`config.mk`:
```
export PLATFORM = sky130hd
export DESIGN_NAME = alu_issue_stage_flat
export DESIGN_NICKNAME = d
export VERILOG_FILES = /design/src/rtl/alu_pkg.sv /design/src/rtl/alu_issue_stage_if.sv /design/src/rtl/alu_res_fifo.sv /design/src/rtl/alu_issue_stage.sv /design/src/flat_wrapper.sv
export SDC_FILE = /design/constraint.sdc
export NUM_CORES = 1
export LEC_CHECK = 0
export BUFFER_PORTS_ARGS = -buffer_cell sky130_fd_sc_hd__buf_4
export CORE_MARGIN = 2
export CORE_UTILIZATION = 35
export CTS_BUF_LIST = sky130_fd_sc_hd__clkbuf_8
export CTS_CLUSTER_DIAMETER = 150
export CTS_CLUSTER_SIZE = 12
export DETAILED_ROUTE_END_ITERATION = 6
export GPL_TIMING_DRIVEN = 0
export SLEW_MARGIN = 10
export SYNTH_ARGS = -nofsm -noshare
export SYNTH_HDL_FRONTEND = slang
export SYNTH_SLANG_ARGS = --single-unit
```
`constraint.sdc`:
```
create_clock -name clk -period 1.7 [get_ports clk]
set_input_delay 0.17 -clock clk [delete_from_list [all_inputs] [get_ports clk]]
set_output_delay 0.17 -clock clk [all_outputs]
set_load 0.02 [all_outputs]
```
`src/rtl/alu_pkg.sv`:
```
// rtl/alu_pkg.sv - shared opcodes, flag indices and FIFO count states for the ALU issue stage
package alu_pkg;

  localparam logic [1:0] OP_ADD = 2'b00;
  localparam logic [1:0] OP_SUB = 2'b01;
  localparam logic [1:0] OP_AND = 2'b10;
  localparam logic [1:0] OP_OR  = 2'b11;

  localparam int FLAG_Z = 0;
  localparam int FLAG_N = 1;
  localparam int FLAG_C = 2;
  localparam int FLAG_V = 3;

  localparam int FIFO_DEPTH = 2;

  typedef enum logic [1:0] {
    CNT_EMPTY = 2'd0,
    CNT_ONE   = 2'd1,
    CNT_FULL  = 2'd2
  } fifo_cnt_e;

endpackage

```
`src/rtl/alu_issue_stage_if.sv`:
```
// rtl/alu_issue_stage_if.sv - command, ALU-side and result signals of the issue stage
interface alu_issue_stage_if #(
  parameter int W = 4
);
  logic         cmd_valid;
  logic         cmd_ready;
  logic [1:0]   cmd_opcode;
  logic [W-1:0] cmd_a;
  logic [W-1:0] cmd_b;
  logic         cmd_cin;
  logic         cmd_use_acc;
  logic [W-1:0] alu_a;
  logic [W-1:0] alu_b;
  logic [1:0]   alu_opcode;
  logic         alu_cin;
  logic [W-1:0] alu_result;
  logic         alu_cout;
  logic         res_valid;
  logic         res_ready;
  logic [W-1:0] res_data;
  logic [3:0]   res_flags;
  logic [W-1:0] acc;

  modport slave (
    input  cmd_valid, cmd_opcode, cmd_a, cmd_b, cmd_cin, cmd_use_acc,
    output cmd_ready,
    output alu_a, alu_b, alu_opcode, alu_cin,
    input  alu_result, alu_cout,
    output res_valid, res_data, res_flags, acc,
    input  res_ready
  );

  modport master (
    output cmd_valid, cmd_opcode, cmd_a, cmd_b, cmd_cin, cmd_use_acc,
    input  cmd_ready,
    input  alu_a, alu_b, alu_opcode, alu_cin,
    output alu_result, alu_cout,
    input  res_valid, res_data, res_flags, acc,
    output res_ready
  );
endinterface

```
`src/rtl/alu_res_fifo.sv`:
```
// rtl/alu_res_fifo.sv - two-entry in-order result FIFO; entry 0 is always the head
module alu_res_fifo
  import alu_pkg::*;
#(
  parameter int P = 8
) (
  input  logic         clk,
  input  logic         rst_n,
  input  logic         push_i,
  input  logic [P-1:0] push_data_i,
  input  logic         pop_i,
  output fifo_cnt_e    count_o,
  output logic [P-1:0] head_o
);

  fifo_cnt_e    cnt_q;
  logic [P-1:0] e0_q;
  logic [P-1:0] e1_q;
  logic         pop;
  logic         push;

  assign pop     = pop_i && (cnt_q != CNT_EMPTY);
  assign push    = push_i && ((cnt_q != CNT_FULL) || pop);
  assign count_o = cnt_q;
  assign head_o  = e0_q;

  always_ff @(posedge clk or negedge rst_n) begin
    if (!rst_n) begin
      cnt_q <= CNT_EMPTY;
      e0_q  <= '0;
      e1_q  <= '0;
    end else begin
      unique case (cnt_q)
        CNT_EMPTY: if (push) begin
          e0_q  <= push_data_i;
          cnt_q <= CNT_ONE;
        end
        CNT_ONE: begin
          if (push && pop) begin
            e0_q <= push_data_i;
          end else if (push) begin
            e1_q  <= push_data_i;
            cnt_q <= CNT_FULL;
          end else if (pop) begin
            cnt_q <= CNT_EMPTY;
          end
        end
        CNT_FULL: if (pop) begin
          // shift the second entry into the head slot
          e0_q <= e1_q;
          if (push) e1_q <= push_data_i;
          else      cnt_q <= CNT_ONE;
        end
        default: cnt_q <= CNT_EMPTY;
      endcase
    end
  end

endmodule

```
`src/rtl/alu_issue_stage.sv`:
```
// rtl/alu_issue_stage.sv - registers ALU operands, derives flags from the ALU outputs
// and buffers results with backpressure; accumulator forwarded from the in-flight op.
module alu_issue_stage
  import alu_pkg::*;
#(
  parameter int W = 4
) (
  input  logic              clk,
  input  logic              rst_n,
  alu_issue_stage_if.slave  bus
);

  logic         iss_valid_q, iss_valid_d;
  logic [W-1:0] iss_a_q, iss_a_d;
  logic [W-1:0] iss_b_q, iss_b_d;
  logic [1:0]   iss_op_q, iss_op_d;
  logic         iss_cin_q, iss_cin_d;
  logic [W-1:0] acc_q, acc_d;

  fifo_cnt_e    fifo_cnt;
  logic [W+3:0] fifo_head;
  logic [3:0]   flags;
  logic         pop, iss_move, accept;

  assign pop           = bus.res_valid && bus.res_ready;
  assign iss_move      = iss_valid_q && ((fifo_cnt != CNT_FULL) || pop);
  assign bus.cmd_ready = !iss_valid_q || iss_move;
  assign accept        = bus.cmd_valid && bus.cmd_ready;

  assign bus.alu_a      = iss_a_q;
  assign bus.alu_b      = iss_b_q;
  assign bus.alu_opcode = iss_op_q;
  assign bus.alu_cin    = iss_cin_q;
  assign bus.acc        = acc_q;

  always_comb begin
    iss_valid_d = iss_valid_q;
    iss_a_d     = iss_a_q;
    iss_b_d     = iss_b_q;
    iss_op_d    = iss_op_q;
    iss_cin_d   = iss_cin_q;
    acc_d       = iss_move ? bus.alu_result : acc_q;
    if (accept) begin
      iss_valid_d = 1'b1;
      // a dependent command accepted alongside a move must see the fresh result
      iss_a_d     = bus.cmd_use_acc ? acc_d : bus.cmd_a;
      iss_b_d     = bus.cmd_b;
      iss_op_d    = bus.cmd_opcode;
      iss_cin_d   = (bus.cmd_opcode == OP_ADD) ? bus.cmd_cin : 1'b0;
    end else if (iss_move) begin
      iss_valid_d = 1'b0;
    end
  end

  always_comb begin
    flags         = '0;
    flags[FLAG_Z] = (bus.alu_result == '0);
    flags[FLAG_N] = bus.alu_result[W-1];
    unique case (iss_op_q)
      OP_ADD: begin
        flags[FLAG_C] = bus.alu_cout;
        flags[FLAG_V] = (iss_a_q[W-1] == iss_b_q[W-1]) && (bus.alu_result[W-1] != iss_a_q[W-1]);
      end
      OP_SUB: begin
        flags[FLAG_C] = bus.alu_cout;
        flags[FLAG_V] = (iss_a_q[W-1] != iss_b_q[W-1]) && (bus.alu_result[W-1] != iss_a_q[W-1]);
      end
      default: ;
    endcase
  end

  always_ff @(posedge clk or negedge rst_n) begin
    if (!rst_n) begin
      iss_valid_q <= 1'b0;
      iss_a_q     <= '0;
      iss_b_q     <= '0;
      iss_op_q    <= '0;
      iss_cin_q   <= 1'b0;
      acc_q       <= '0;
    end else begin
      iss_valid_q <= iss_valid_d;
      iss_a_q     <= iss_a_d;
      iss_b_q     <= iss_b_d;
      iss_op_q    <= iss_op_d;
      iss_cin_q   <= iss_cin_d;
      acc_q       <= acc_d;
    end
  end

  alu_res_fifo #(.P(W + 4)) u_fifo (
    .clk         (clk),
    .rst_n       (rst_n),
    .push_i      (iss_move),
    .push_data_i ({flags, bus.alu_result}),
    .pop_i       (pop),
    .count_o     (fifo_cnt),
    .head_o      (fifo_head)
  );

  assign bus.res_valid = (fifo_cnt != CNT_EMPTY);
  assign bus.res_data  = fifo_head[W-1:0];
  assign bus.res_flags = fifo_head[W+3:W];

endmodule

```
`src/flat_wrapper.sv`:
```
// flat-port wrapper written by rule: the top's interface ports become plain ports
module alu_issue_stage_flat import alu_pkg::*;
#(
  parameter int W = 4
)
  (clk, rst_n, bus_cmd_valid, bus_cmd_opcode, bus_cmd_a, bus_cmd_b, bus_cmd_cin, bus_cmd_use_acc, bus_cmd_ready, bus_alu_a, bus_alu_b, bus_alu_opcode, bus_alu_cin, bus_alu_result, bus_alu_cout, bus_res_valid, bus_res_data, bus_res_flags, bus_acc, bus_res_ready);
  alu_issue_stage_if #(.W(W)) bus_i ();
  input  logic clk;
  input  logic rst_n;
  input wire logic [$bits(bus_i.cmd_valid)-1:0] bus_cmd_valid;
  input wire logic [$bits(bus_i.cmd_opcode)-1:0] bus_cmd_opcode;
  input wire logic [$bits(bus_i.cmd_a)-1:0] bus_cmd_a;
  input wire logic [$bits(bus_i.cmd_b)-1:0] bus_cmd_b;
  input wire logic [$bits(bus_i.cmd_cin)-1:0] bus_cmd_cin;
  input wire logic [$bits(bus_i.cmd_use_acc)-1:0] bus_cmd_use_acc;
  output wire logic [$bits(bus_i.cmd_ready)-1:0] bus_cmd_ready;
  output wire logic [$bits(bus_i.alu_a)-1:0] bus_alu_a;
  output wire logic [$bits(bus_i.alu_b)-1:0] bus_alu_b;
  output wire logic [$bits(bus_i.alu_opcode)-1:0] bus_alu_opcode;
  output wire logic [$bits(bus_i.alu_cin)-1:0] bus_alu_cin;
  input wire logic [$bits(bus_i.alu_result)-1:0] bus_alu_result;
  input wire logic [$bits(bus_i.alu_cout)-1:0] bus_alu_cout;
  output wire logic [$bits(bus_i.res_valid)-1:0] bus_res_valid;
  output wire logic [$bits(bus_i.res_data)-1:0] bus_res_data;
  output wire logic [$bits(bus_i.res_flags)-1:0] bus_res_flags;
  output wire logic [$bits(bus_i.acc)-1:0] bus_acc;
  input wire logic [$bits(bus_i.res_ready)-1:0] bus_res_ready;
  assign bus_i.cmd_valid = bus_cmd_valid;
  assign bus_i.cmd_opcode = bus_cmd_opcode;
  assign bus_i.cmd_a = bus_cmd_a;
  assign bus_i.cmd_b = bus_cmd_b;
  assign bus_i.cmd_cin = bus_cmd_cin;
  assign bus_i.cmd_use_acc = bus_cmd_use_acc;
  assign bus_cmd_ready = bus_i.cmd_ready;
  assign bus_alu_a = bus_i.alu_a;
  assign bus_alu_b = bus_i.alu_b;
  assign bus_alu_opcode = bus_i.alu_opcode;
  assign bus_alu_cin = bus_i.alu_cin;
  assign bus_i.alu_result = bus_alu_result;
  assign bus_i.alu_cout = bus_alu_cout;
  assign bus_res_valid = bus_i.res_valid;
  assign bus_res_data = bus_i.res_data;
  assign bus_res_flags = bus_i.res_flags;
  assign bus_acc = bus_i.acc;
  assign bus_i.res_ready = bus_res_ready;
  alu_issue_stage #(.W(W)) u_core (.clk(clk), .rst_n(rst_n), .bus(bus_i));
endmodule
```
# Word-level counts from Yosys, hierarchy flattened
# Index checks and enable logic that the tools add are counted.
dict set report classes {
  muxes 21
  n_reduce_logical 23
  eq_ne 13
}
# op count
set op_table {}
lappend op_table {{$mux W8} 6}
lappend op_table {{$pmux W8 S3} 1}
lappend op_table {{$pmux W8 S2} 1}
lappend op_table {{$mux W2} 6}
lappend op_table {{$ne A2 B2 Y1 const B} 6}
lappend op_table {{$logic_and A1 B1 Y1} 8}
lappend op_table {{$mux W4} 2}
lappend op_table {{$logic_not A2 Y1} 3}
lappend op_table {{$pmux W2 S3} 1}
lappend op_table {{$reduce_bool A2 Y1} 3}
lappend op_table {{$reduce_and A5 Y1} 1}
lappend op_table {{$eq A2 B1 Y1 const B} 2}
lappend op_table {{$logic_not A4 Y1} 1}
lappend op_table {{$pmux W2 S2} 1}
lappend op_table {{$reduce_and A4 Y1} 1}
lappend op_table {{$logic_or A1 B1 Y1} 3}
lappend op_table {{$mux W1} 3}
lappend op_table {{$ne A3 B3 Y1 const B} 1}
lappend op_table {{$reduce_and A3 Y1} 1}
lappend op_table {{$reduce_bool A3 Y1} 1}
lappend op_table {{$eq A2 B2 Y1 const B} 1}
lappend op_table {{$ne A1 B1 Y1} 2}
lappend op_table {{$eq A1 B1 Y1} 1}
lappend op_table {{$logic_not A1 Y1} 1}
dict set report totals {
  output_inout_bits 25
  in_bits 21
  wordCells 66
  register_bits 34
}

# Longest topological paths before layout
dict set report depth {
  depth_word 8
  mapped_depth 6
  mapped_depth_nobuf 4
}

# By module
# From an unflattened synthesis, not the netlist that was laid out.
dict set report hier_totals {
  hier_cells 132
  hier_area_um2 1664.1
}
# module seq_area_each_um2 instances cells_each area_each_um2
set by_module_without_submodules {}
lappend by_module_without_submodules {alu_res_fifo 450.4 1 57 869.6}
lappend by_module_without_submodules {alu_issue_stage 400.4 1 75 794.5}

# Least setup slack after synthesis
# Ideal clock, no wire load.
dict set report synth_path {
  kind {register to register}
  startpoint {register u_core.u_fifo.cnt_q[0] (netlist: u_core.u_fifo.count_o[0])}
  endpoint {register u_core.iss_b_q[0] (netlist: u_core.bus.alu_b[0])}
  path_slack_ps 176
  path_stages_with_launch 4
  arrival_ps 1400
  path_buffers 0
  period_less_slack_ps 1524
  required_time_ps 1575
  setup_time_ps 125
  path_cell_list {dfrtp_1 nand4bb_1 nand2_2 mux2_2}
}
dict set report synth_between {
  elab_chain_len 6
  elab_cells_between_ends 7
  cone_classes {eq/ne: 1; reduce/logical: 6}
}
# item line_no
set synth_rtl {}
lappend synth_rtl {{start, declared} alu_res_fifo.sv:16} ;# fifo_cnt_e cnt_q;
lappend synth_rtl {{start signal, assigned} alu_res_fifo.sv:29} ;# cnt_q <= CNT_EMPTY;
lappend synth_rtl {{start signal, assigned} alu_res_fifo.sv:36} ;# cnt_q <= CNT_ONE;
lappend synth_rtl {{start signal, assigned} alu_res_fifo.sv:43} ;# cnt_q <= CNT_FULL;
lappend synth_rtl {{$reduce_bool A2 Y1} alu_issue_stage.sv:100} ;# assign bus.res_valid = (fifo_cnt != CNT_EMPTY);
lappend synth_rtl {{$logic_and A1 B1 Y1} alu_issue_stage.sv:25} ;# assign pop = bus.res_valid && bus.res_ready;
lappend synth_rtl {{$logic_or A1 B1 Y1 *} alu_issue_stage.sv:26} ;# assign iss_move = iss_valid_q && ((fifo_cnt != CNT_FULL) || pop);
lappend synth_rtl {{$logic_and A1 B1 Y1 *} alu_issue_stage.sv:26}
lappend synth_rtl {{$logic_or A1 B1 Y1 *} alu_issue_stage.sv:27} ;# assign bus.cmd_ready = !iss_valid_q || iss_move;
lappend synth_rtl {{net bus_cmd_ready} flat_wrapper.sv:16} ;# output wire logic [$bits(bus_i.cmd_ready)-1:0] bus_cmd_ready;
lappend synth_rtl {{$logic_and A1 B1 Y1 *} alu_issue_stage.sv:28} ;# assign accept = bus.cmd_valid && bus.cmd_ready;
lappend synth_rtl {{end signal, assigned} alu_issue_stage.sv:83} ;# iss_b_q <= iss_b_d;
lappend synth_rtl {{end, declared} alu_issue_stage.sv:15} ;# logic [W-1:0] iss_b_q, iss_b_d;
# The timed path passes the listed nets; every way through them passes the cells marked *.
# A chain may end at the register's enable or synchronous reset.

# Worst setup path after layout
dict set report layout_path {
  startpoint {register u_core.u_fifo.cnt_q[0] (netlist: u_core.u_fifo.count_o[0])}
  endpoint {register u_core.u_fifo.e0_q[7] (netlist: u_core.u_fifo.head_o[7])}
}
dict set report layout_between {
  elab_chain_len 8
  elab_cells_between_ends 18
  cone_classes {eq/ne: 6; mux: 1; reduce/logical: 11}
}
# item line_no
set layout_rtl {}
lappend layout_rtl {{$reduce_bool A2 Y1} {alu_res_fifo.sv:22, alu_issue_stage.sv:100}}
lappend layout_rtl {{$logic_and A1 B1 Y1} alu_issue_stage.sv:25}
lappend layout_rtl {{$logic_or A1 B1 Y1 or $logic_and A1 B1 Y1 (tied branches)} {alu_issue_stage.sv:26, alu_res_fifo.sv:22}}
lappend layout_rtl {{$logic_and A1 B1 Y1 or $logic_or A1 B1 Y1 (tied branches)} {alu_issue_stage.sv:26, alu_res_fifo.sv:23}}
lappend layout_rtl {{$logic_and A1 B1 Y1} alu_res_fifo.sv:23} ;# assign push = push_i && ((cnt_q != CNT_FULL) || pop);
lappend layout_rtl {{$logic_and A1 B1 Y1} alu_res_fifo.sv:39} ;# if (push && pop) begin
lappend layout_rtl {{$ne A2 B2 Y1 (no line)} n/a}
lappend layout_rtl {{$reduce_and A4 Y1 (no line)} n/a}
lappend layout_rtl {{end signal, assigned} alu_res_fifo.sv:35} ;# e0_q <= push_data_i;
lappend layout_rtl {{end signal, assigned} alu_res_fifo.sv:40} ;# e0_q <= push_data_i;
lappend layout_rtl {{end signal, assigned} alu_res_fifo.sv:50} ;# e0_q <= e1_q;
lappend layout_rtl {{end, declared} alu_res_fifo.sv:17} ;# logic [P-1:0] e0_q;
# Parallel ways exist; a longest one is shown, timed or not.

==> flow_summary.json <==
{
  "outcome": "finished, final reports clean",
  "critPathKind": "register to register",
  "maxCapViolCount": 0,
  "mostFrequentLayoutCells": "46 x buf_4, 32 x dfrtp_1, 26 x nand2_1",
  "r2r-start": "u_core.u_fifo.count_o[0]$_DFFE_PN0P_",
  "postPlaceCellArea_sq_mm": 0.00191,
  "ir_drop_mv": 0.523,
  "crit_start": "u_core.u_fifo.count_o[0]$_DFFE_PN0P_",
  "initial_utilization_pct": 37.1,
  "grtUsageTotal_pct": 14.4,
  "tns_ps": 0,
  "min_from": "bus_cmd_valid",
  "htree_levels": 2,
  "synth_area_sq_mm": 0.00151,
  "nNetsFinal": 210,
  "async_reset_ff_share_pct": 100,
  "cts_tree": "built",
  "grt_pass1_vias": 1226,
  "first_pass_iters": 4,
  "synth.avg_cell_area_sq_um": 11.1,
  "die_y_microns": 69.6,
  "cp_top_family": "flip-flops",
  "cp_slowest_stage_delay_ps": 450,
  "finalCriticalPeriod_ps": 1520,
  "drc": 0,
  "wirelength_mm": 3.24,
  "final_cell_area_sq_mm": 0.00201,
  "synth-edff-count": 0,
  "required_ps": 1870,
  "relSlewSlack_pct": 71.5,
  "path_clk_slew_ps": 60,
  "rr_worst_depth": 4,
  "crit_fanout": 10,
  "cp-end-kind": "register",
  "crit_buf_inv": 1,
  "rr_endpoint": "u_core.u_fifo.head_o[7]$_DFFE_PN0P_",
  "clock_skew_ps": 4.73,
  "rrSetupSlack_ps": 180,
  "power_mw": 2.92,
  "postRouteAntennaNets": 0,
  "ys_seq_area_share_pct": 53.2,
  "critPathLaunchType": "register",
  "p_leak_nw": 0.937,
  "port_buffers": 45,
  "wire_per_inst_microns": 13.5,
  "instances_no_fill": 240,
  "p_per_area_mw_per_mm2": 1450,
  "arrival_ps": 1680,
  "fp.coreArea_sq_mm": 0.00406,
  "crit_path_top_delay_cell": "dfrtp_1",
  "n_antenna_cell": 0,
  "setup_viol": 0,
  "rows": 23,
  "cts-root-buf": "clkbuf_8",
  "finalCritPeriodShare_pct": 89.2,
  "rsz0062_at_grt": "false",
  "fmax_ghz": 0.659,
  "die_area_sq_mm": 0.00484,
  "ios": 46,
  "yosysWarnings": 0,
  "drt_iter0_markers": 28,
  "clock-sinks": 32,
  "syn-num-nets": 157,
  "grt_max_degree": 33,
  "hpwl_mm": 2.47,
  "clock_path_buffers": 2,
  "netlist_instances": 136,
  "area_growth_pct": 33.2,
  "final_common_cell": "buf_4",
  "synth-main-ff-cell": "dfrtp_1",
  "min_path_type": "input port to register",
  "antenna_found_initial": 0,
  "vias": 1173,
  "gr-total-overflow": 0,
  "hold_violations": 0,
  "path_cells": "and2b_1, buf_2, o21ai_0, mux2_2",
  "slew_viol_final": 0,
  "cts_buffers": 5,
  "drive_above_1_share_pct": 42.1,
  "hold_end": "u_core.iss_valid_q$_DFFE_PN0P_",
  "place_inst": 231,
  "die_w_microns": 69.6,
  "tightest_slew_ps": 425,
  "ys_ff_latch": 32,
  "whs_path_depth": 2,
  "drt-vias-per-instance": 4.89,
  "post-cts-setup-buffers": 0,
  "grt_pass1_wl_mm": 5.48,
  "place_congestion": 0.725,
  "worstSkewPairLatency_ps": 280,
  "synth_cell_types": 28
}
area by class of cell:
type,count,area (sq um)
plain buffers,5,33.8
flip-flops and latches,32,801
fillers,380,2050
well taps,50,62.6
multi-input cells,99,671
clock buffers,6,82.6
clock inverters,2,7.51
repair buffers,46,348
through the flow:
stage	util [%]	hold slack (ps)	worst slack [ps]
6_report	49.4	98.2	183
3_3_place_gp	47.0	132	211
3_5_place_dp	47.0	139	179
2_1_floorplan	-	-126	176
5_1_grt	49.4	107	81.6
4_1_cts	49.4	90.9	168
worst max path at each step:
stage / end / slack, ps / depth (start not counted)
2_1_floorplan: u_core.bus.alu_b[0]$_DFFE_PN0P_ / 180 / 3
3_3_place_gp: u_core.u_fifo.head_o[7]$_DFFE_PN0P_ / 210 / 4
3_5_place_dp: u_core.u_fifo.head_o[7]$_DFFE_PN0P_ / 180 / 4
4_1_cts: u_core.u_fifo.head_o[7]$_DFFE_PN0P_ / 170 / 4
5_1_grt: u_core.u_fifo.head_o[7]$_DFFE_PN0P_ / 80 / 4
6_report: u_core.u_fifo.head_o[7]$_DFFE_PN0P_ / 180 / 4
logic make-up after synthesis:
| logic type | Yosys count | synth area share [%] |
|---|---|---|
| AO/OA/AOI/OAI | 32 | 14.1 |
| multiplexers | 17 | 12.3 |
| flip-flops | 32 | 53.2 |
| XOR/XNOR | 2 | 1.16 |
| AND/OR/NAND/NOR | 48 | 17.0 |
| buffers and inverters | 5 | 2.24 |
synthesized netlist by cell type (2+ instances only):
master	instances	area share, %
nor2_1	6	1.5
dfrtp_1	32	53
buf_2	3	1.0
nor3b_1	2	1.0
a21oi_1	5	1.7
o21ai_0	19	6.3
mux2i_1	5	3.3
o31ai_2	4	3.3
nand2b_1	3	1.2
mux2_2	12	9.0
nand2_1	26	6.5
nor3b_2	2	1.7
xnor2_1	2	1.2
sequential cells by signal, indices dropped and copies added, names as in the netlist:
name                   count
u_core.bus.acc             4
u_core.bus.alu_a           4
u_core.bus.alu_b           4
u_core.bus.alu_cin         1
u_core.bus.alu_opcode      2
u_core.iss_valid_q         1
u_core.u_fifo.count_o      2
u_core.u_fifo.e1_q         7
u_core.u_fifo.head_o       7
layer usage:
layer	track usage [%]	share of wire, %
met5	0	0
met4	5.23	1.5
met3	6.25	7.3
met2	23.4	47
met1	17.0	44
where the power goes:
part	total [mW]	internal [mW]	switching [mW]
registers	1.18	1.00	0.174
logic	1.16	0.561	0.597
clock network	0.582	0.318	0.264
total	2.92	1.88	1.04
repair_timing:
| item | in CTS | in global routing |
|---|---|---|
| gates resized for setup | 0 | 0 |
| hold buffers | 1 | 0 |
| hold endpoints to repair | 32 | 0 |
(Power assumes the default switching activity.)
